<file path="config.mk">
export PLATFORM = sky130hd
export DESIGN_NAME = iob_clint_rtc_tick
export DESIGN_NICKNAME = d
export VERILOG_FILES = /design/src/rtl/iob_clint_rtc_tick.sv
export SDC_FILE = /design/constraint.sdc
export NUM_CORES = 1
export LEC_CHECK = 0
export BUFFER_PORTS_ARGS = -buffer_cell sky130_fd_sc_hd__buf_4
export CORE_MARGIN = 2
export CORE_UTILIZATION = 58
export CTS_BUF_LIST = sky130_fd_sc_hd__clkbuf_8 sky130_fd_sc_hd__clkbuf_16
export CTS_CLUSTER_SIZE = 12
export DETAILED_ROUTE_END_ITERATION = 12
export MAX_ROUTING_LAYER = met4
export PLACE_DENSITY = 0.8
export SLEW_MARGIN = 20
export SYNTH_ARGS = -nofsm -noshare
export SYNTH_HDL_FRONTEND = slang
export SYNTH_SLANG_ARGS = --single-unit
</file>
<file path="constraint.sdc">
create_clock -name clk_i -period 2.3 [get_ports clk_i]
set_clock_uncertainty 0.05 [all_clocks]
set_input_delay 0.115 -clock clk_i [delete_from_list [all_inputs] [get_ports clk_i]]
set_output_delay 0.115 -clock clk_i [all_outputs]
set_load 0.05 [all_outputs]
</file>
<file path="src/rtl/iob_clint_rtc_tick.sv">
// -----------------------------------------------------------------------------
// iob_clint_rtc_tick
//
// Produces the timebase tick that advances mtime in iob_clint. It uses one of
// two sources:
//   - external: an asynchronous RTC square wave. The wave is synchronized,
//     optionally glitch-filtered and edge-detected, and every rising edge gives
//     one tick.
//   - internal: clk_i divided by a programmable ratio.
// A watchdog raises a sticky flag when the external RTC stops toggling.
//
// Optional feature macro: IOB_CLINT_RTC_FILTER_EN
//   defined   -> a FILT_LEN-cycle glitch filter sits after the synchronizer
//   undefined -> no filter logic, and FILT_LEN is only range-checked
//
// Ports
//   clk_i       in   system clock
//   arst_n_i    in   asynchronous active-low reset
//   en_i        in   block enable
//   src_sel_i   in   0 = external rtc_i, 1 = internal divider
//   div_i       in   internal divide ratio (0 and 1 both give one tick per cycle)
//   rtc_i       in   asynchronous external RTC square wave
//   tmo_i       in   watchdog timeout in cycles, 0 disables the watchdog
//   lost_clr_i  in   clears rtc_lost_o and the watchdog counter
//   tick_o      out  registered one-cycle increment pulse
//   rtc_lost_o  out  sticky "external RTC stalled" flag
// -----------------------------------------------------------------------------
module iob_clint_rtc_tick #(
  parameter int DIV_W    = 16,
  parameter int SYNC_W   = 2,
  parameter int FILT_LEN = 4,
  parameter int TMO_W    = 20
) (
  input  logic             clk_i,
  input  logic             arst_n_i,
  input  logic             en_i,
  input  logic             src_sel_i,
  input  logic [DIV_W-1:0] div_i,
  input  logic             rtc_i,
  input  logic [TMO_W-1:0] tmo_i,
  input  logic             lost_clr_i,
  output logic             tick_o,
  output logic             rtc_lost_o
);

  if (SYNC_W < 2) begin : g_bad_sync_w
    $error("iob_clint_rtc_tick: SYNC_W must be 2 or more");
  end
  if (FILT_LEN < 1) begin : g_bad_filt_len
    $error("iob_clint_rtc_tick: FILT_LEN must be 1 or more");
  end

  // ---------------------------------------------------------------------------
  // Stage 0: synchronizer chain and priming tracker
  // ---------------------------------------------------------------------------
  // prime_q fills with ones in step with sync_q. Its top bit says that rtc_s
  // holds a real sample of rtc_i and not the reset value.
  logic [SYNC_W-1:0] sync_q, sync_d;
  logic [SYNC_W-1:0] prime_q, prime_d;
  logic              rtc_s;
  logic              primed;

  always_comb begin
    sync_d  = {sync_q[SYNC_W-2:0], rtc_i};
    prime_d = {prime_q[SYNC_W-2:0], 1'b1};
  end

  assign rtc_s  = sync_q[SYNC_W-1];
  assign primed = prime_q[SYNC_W-1];

  // ---------------------------------------------------------------------------
  // Stage 1: optional glitch filter, which produces rtc_f
  // ---------------------------------------------------------------------------
  logic rtc_f;

`ifdef IOB_CLINT_RTC_FILTER_EN
  localparam int FC_W = (FILT_LEN > 1) ? $clog2(FILT_LEN) : 1;

  logic [FC_W-1:0] filt_cnt_q, filt_cnt_d;
  logic            rtc_f_q, rtc_f_d;

  // rtc_f follows rtc_s only after rtc_s has differed for FILT_LEN cycles in
  // a row. Agreement between the two resets the count.
  always_comb begin
    filt_cnt_d = '0;
    rtc_f_d    = rtc_f_q;
    if (rtc_s != rtc_f_q) begin
      if (filt_cnt_q == FC_W'(FILT_LEN - 1)) begin
        rtc_f_d = rtc_s;
      end else begin
        filt_cnt_d = filt_cnt_q + FC_W'(1);
      end
    end
  end

  always_ff @(posedge clk_i or negedge arst_n_i) begin
    if (!arst_n_i) begin
      filt_cnt_q <= '0;
      rtc_f_q    <= 1'b0;
    end else begin
      filt_cnt_q <= filt_cnt_d;
      rtc_f_q    <= rtc_f_d;
    end
  end

  assign rtc_f = rtc_f_q;
`else
  assign rtc_f = rtc_s;
`endif

  // ---------------------------------------------------------------------------
  // Stage 2: edge detect, divider, watchdog, which feed the output registers
  // ---------------------------------------------------------------------------
  logic             rtc_d_q, rtc_d_d;
  logic             arm_q, arm_d;
  logic             rise;
  logic [DIV_W-1:0] div_cnt_q, div_cnt_d;
  logic             div_sel;
  logic             hit;
  logic [TMO_W-1:0] lost_cnt_q, lost_cnt_d;
  logic             wd_act;
  logic             lost_set;
  logic             tick_q, tick_d;
  logic             rtc_lost_q, rtc_lost_d;

  // Edges are accepted only after the filtered level has been seen truly low
  // since reset. The 0 -> 1 step that appears when a high rtc_i first
  // reaches the chain after reset release therefore gives no tick.
  always_comb begin
    rtc_d_d = rtc_f;
    arm_d   = arm_q | (primed & ~rtc_s & ~rtc_f);
    rise    = arm_q & rtc_f & ~rtc_d_q;
  end

  // The >= compare also catches a div_i lowered below the running count.
  always_comb begin
    div_sel   = en_i & src_sel_i;
    hit       = (div_i <= DIV_W'(1)) | (div_cnt_q >= (div_i - DIV_W'(1)));
    div_cnt_d = '0;
    if (div_sel && !hit) begin
      div_cnt_d = div_cnt_q + DIV_W'(1);
    end
  end

  always_comb begin
    wd_act     = en_i & ~src_sel_i & (tmo_i != '0);
    lost_cnt_d = lost_cnt_q;
    if (!wd_act || lost_clr_i || rise) begin
      lost_cnt_d = '0;
    end else if (!(&lost_cnt_q)) begin
      lost_cnt_d = lost_cnt_q + TMO_W'(1);
    end
    lost_set   = wd_act & ~rise & (lost_cnt_q == (tmo_i - TMO_W'(1)));
    // A clear overrides a set in the same cycle.
    rtc_lost_d = lost_clr_i ? 1'b0 : (rtc_lost_q | lost_set);
  end

  // Only the currently selected source can produce a tick. A rise from the
  // other source in a switch cycle is dropped.
  always_comb begin
    tick_d = en_i & (src_sel_i ? hit : rise);
  end

  always_ff @(posedge clk_i or negedge arst_n_i) begin
    if (!arst_n_i) begin
      sync_q     <= '0;
      prime_q    <= '0;
      rtc_d_q    <= 1'b0;
      arm_q      <= 1'b0;
      div_cnt_q  <= '0;
      lost_cnt_q <= '0;
      tick_q     <= 1'b0;
      rtc_lost_q <= 1'b0;
    end else begin
      sync_q     <= sync_d;
      prime_q    <= prime_d;
      rtc_d_q    <= rtc_d_d;
      arm_q      <= arm_d;
      div_cnt_q  <= div_cnt_d;
      lost_cnt_q <= lost_cnt_d;
      tick_q     <= tick_d;
      rtc_lost_q <= rtc_lost_d;
    end
  end

  assign tick_o     = tick_q;
  assign rtc_lost_o = rtc_lost_q;

endmodule

</file>
After elaboration in Yosys (flattened, before gate mapping)
Cells that the tools add are included.
- flip-flop bits (word level): 44
- bits of input ports: 42
- word-level logic and storage cells: 45
- add/subtract/negate cells: 4
- $lt $le $gt $ge: 2
- equality and inequality tests: 2
- muxes and demuxes: 5
- bitwise operators: 17
- reduce and logical (&&, ||, !) cells: 7
- operators with widths (operator ; number):
    20-bit two-way mux ; 2
    20-bit by 1-bit adder with 20-bit output, second input constant ; 1
    20-bit equality test ; 1
    20-bit AND reduction ; 1
    20-bit nonzero test ; 1
    20-bit by 1-bit subtractor with 20-bit output, second input constant ; 1
    16-bit by 1-bit adder with 16-bit output, second input constant ; 1
    16-bit >= comparator ; 1
    16-bit by 1-bit less-or-equal comparator with 1-bit output, second input constant ; 1
    16-bit two-way mux ; 1
    16-bit by 1-bit subtractor with 16-bit output, second input constant ; 1
    1-bit bitwise AND ; 10
    1-bit inverter ; 4
    1-bit OR ; 3
    1-bit logical NOT ; 2
    1-bit logical OR ; 2
    1-bit two-way mux ; 2
    2-bit != test, second input constant ; 1
    1-bit logical AND ; 1

Longest topological paths before layout
- depth after elaboration: 7
- mapped depth: 15

Worst setup path after synthesis
OpenSTA, ideal clock, no wires.
- path type: input to register
- start: in div_i[11]
- end: reg div_cnt_q[10]
- setup time: 0.071 ns
- arrival: 2.624 ns
- required time: 2.179 ns
- setup slack: -0.445 ns
- cell stages on the path: 13
- path buffers: 1
- cell sequence: or4_1 > or2_4 > nor3_1 > xnor2_1 > ha_1 > a21o_1 > nand2_1 > nand4b_1 > a31oi_2 > a21boi_2 > a41oi_4 > buf_6 > nor2_1
- cells in the longest elaborated chain, start to end: 6
- elaborated cells on any way between the ends: 7
- ends and longest elaborated chain (what ; RTL line ; RTL):
    from (decl) ; 38 ; input logic [DIV_W-1:0] div_i,
    16-bit by 1-bit subtractor with 16-bit output ; 138 ; hit = (div_i <= DIV_W'(1)) | (div_cnt_q >= (div_i - DIV_W'(1)));
    16-bit >= comparator ; 138 ;
    1-bit OR * ; 138 ;
    1-bit logical NOT * ; 140 ; if (div_sel && !hit) begin
    1-bit logical AND * ; 140 ;
    16-bit two-way mux * ; 140 ;
    via div_cnt_d[10] ; 117 ; logic [DIV_W-1:0] div_cnt_q, div_cnt_d;
    to (signal assigned) ; 179 ; div_cnt_q <= div_cnt_d;
    to (decl) ; 117 ;
Mark *: on every way through the listed nets, which the timed path passes. The rest lies on a longest branch.
A chain may end at the register's enable or synchronous reset.

Worst setup path in the final report
- start: in div_i[11]
- end: reg div_cnt_q[13]
The elaborated chain is that of the path after synthesis.

==> impl_metrics.toml <==
[layout]
final_cells = 532
fillerInstances = 403
syn_to_final_growth_pct = 26.9
num_antenna_cells = 0
nets = 523
final_cell_mix = "buf_4, nor2_1, dfrtp_1"
drive_gt1_share_pct = 25.0
layout_commonest_cell = "buf_4"
seq_area_mm2 = 0.00110
finish.utilization_pct = 76.1
multi_input_area_mm2 = 0.00221

[synth]
synth_edf_count = 0
async_reset_ff_share_pct = 100
synthesis.instances = 374
synth-seq-cells = 44
synth_cell_types = 50
syn_area_mm2 = 0.00330
syn_area_per_cell_um2 = 8.83
syn-num-nets = 438
synth_flop_cell = "dfrtp_1"
yosysSeqAreaShare_pct = 33.4
yosysWarningCount = 0

[status]
failed_checks = "setup timing"
status = "finished, violations left"

[sta]
drv_slew = 0
setup_viol = 17
maxSlewHeadroom_pct = 56.8
rsz0062_at_grt = "true"
max_freq_mhz = 390
finalHoldViolations = 0
fin_crit_sh_pct = 111
layout_min_cycle_time_ns = 2.56
tightest_slew_ns = 0.645
layout_setup_ws_ns = -0.262

[detailed_routing]
wl_per_cell_um = 14.4
wl_met2_um = 4120
routed_wirelength_um = 7680
drt_iter0_drc = 234
first_pass_iters = 4
antenna_left = 0
routed_via_density = 5.52
wl_met3_um = 325
drt-met1-wl_um = 3080
route.detailed.drc = 0
dr_total_vias = 2937
routed.top_layer = "met4"

[floorplanning]
dieArea_mm2 = 0.00631
initial_core_util_pct = 59.9
ios = 44
fp.coreArea_mm2 = 0.00551
chipHeight_um = 79.4
row_count = 27
die_w_um = 79.4

[place]
gp_congestion = 0.932
dpl_worst_slack_ns = -0.704
hpwlAfterDp_um = 5870
portBuffers = 43
dp.cells = 515

[global_routing]
antenna_found_initial = 0
grt_pass1_wl_um = 13000
grt_util_all_layers_pct = 27.1
grt_overflow = 0
grt_max_degree = 45
grt_pass1_vias = 2942

[worst_setup_path]
cp-start-kind = "input pin"
cp_common_cell = "buf_6"
crit_buf_inv = 2
worstSetupPathType = "in2reg"
cp_data_required_time_ns = 2.48
cp_max_fo = 9
end_kind = "flop"
crit_slowest_cell = "or4_4"
path_cells = "buf_6, or4_4, or2_4, nor3_4, and3_4, xnor2_2, ha_1, nand4_1, nand4b_1, a31oi_4, a21boi_4, a41oi_4, buf_6, nor2_1"
cpPeakStageDelay_ns = 0.53
worstPathArrival_ns = 2.75
crit_family = "simple AND/OR/NAND/NOR gates"

[clocking]
cts_buffers = 5
clk_path_buf_depth = 2
cts_tree = "yes"
htree_num_levels = 2
clock_latency_ns = 0.30
clkSinkCount = 44
path_clk_slew_ns = 0.08
ctsRootBufferMaster = "clkbuf_8"

[pwr]
leakage_nw = 1.87
p_per_area_mw_per_mm2 = 388
power_mw = 1.62
peakVddDrop_mv = 0.283

[hold_path]
min_path_type = "in2reg"

[job]
maxCapViolations = 0
==> cells by family after synthesis <==
group / count (synthesis) / synth area share (%)
AO/OA/AOI/OAI: 41 / 8.76
XOR/XNOR: 70 / 18.6
adder cells (fa/ha/maj): 22 / 8.34
buffers and inverters: 19 / 2.50
flip-flops: 44 / 33.4
multiplexers: 5 / 1.52
other: 1 / 0.114
AND/OR/NAND/NOR: 172 / 26.8
==> tightest hold or removal path, stage by stage <==
cell      delay (ns)
buf_4           0.09
nand2b_1        0.10
o21ai_1         0.06
==> flip-flops by register name, summed over array words and instances, names as in the netlist <==
signal      flops
rtc_d_q         1
tick_o          1
div_cnt_q      16
prime_q         2
arm_q           1
rtc_lost_o      1
sync_q          2
lost_cnt_q     20
==> per-layer routing <==
layer,global-route usage [%],vias to the layer above
met4,10.0,0
met1,30.3,1391
li1,-,1470
met3,4.07,14
met5,-,-
met2,48.8,62
==> cell usage after synthesis (3+ instances only) <==
cell      number  area share [%]
a21oi_1        9             1.4
a211oi_1       3            0.68
nand2b_1       4            0.76
and3_1         6             1.1
xnor2_1       37             9.8
dfrtp_1       44              33
ha_1          22             8.3
nand3_1       28             4.2
nand2_1       24             2.7
xor2_1        33             8.8
nor2_1        59             6.7
nor4_1         4            0.76
or4_1          3            0.68
nor3_1        11             1.7
o21ai_0        7             1.1
mux2i_1        5             1.5
inv_1         14             1.6
nand4_1        8             1.5
and4_1         3            0.80
a21o_1         5             1.1
a31oi_1        5            0.95
or3_1          5            0.95
==> report_power, final <==
group | switching, mW | internal, mW
Clock | 0.257 | 0.240
Sequential | 0.0151 | 0.787
Combinational | 0.162 | 0.164
==> repair_timing <==
item | in CTS | in global routing
setup buffers | 5 | 2
pin swaps | 2 | 1
setup endpoints to repair | 17 | 17
endpoints found under the hold margin | 45 | 0
gates resized for setup | 12 | 6
hold buffers | 2 | 0
==> per-stage QoR <==
step / hold slack, ns / area (um2) / TNS [ns]
after floorplan: -0.231 / 3340 / -5.85
after global placement: 0.0885 / 3950 / -9.52
after detailed placement: 0.0924 / 3950 / -11.57
after CTS: 0.0346 / 4140 / -3.89
after global routing: 0.0667 / 4190 / -5.50
final: 0.0440 / 4190 / -4.19
==> worst paths after layout <==
check	start	endpoint	slack, ns	cells after the start
setup reg to reg	div_cnt_q[0]$_DFF_PN0_	div_cnt_q[6]$_DFF_PN0_	0.17	10
max in group asynchronous	arst_n_i	lost_cnt_q[3]$_DFFE_PN0P_	1.52	2
min in group asynchronous	arst_n_i	arm_q$_DFF_PN0_	0.29	2
hold / removal	lost_clr_i	rtc_lost_o$_DFF_PN0_	0.04	3
setup / recovery	div_i[11]	div_cnt_q[13]$_DFF_PN0_	-0.26	14
hold reg to reg	sync_q[0]$_DFF_PN0_	sync_q[1]$_DFF_PN0_	0.30	0
==> layout make-up <==
type	instances	area share [%]
multi-input cells	311	52.7
flip-flops and latches	44	26.3
repair buffers	83	15.4
well taps	72	2.15
clock buffers	6	1.97
inverters	14	1.25
clock inverters	2	0.239
Power figures use the tool's default switching activity.
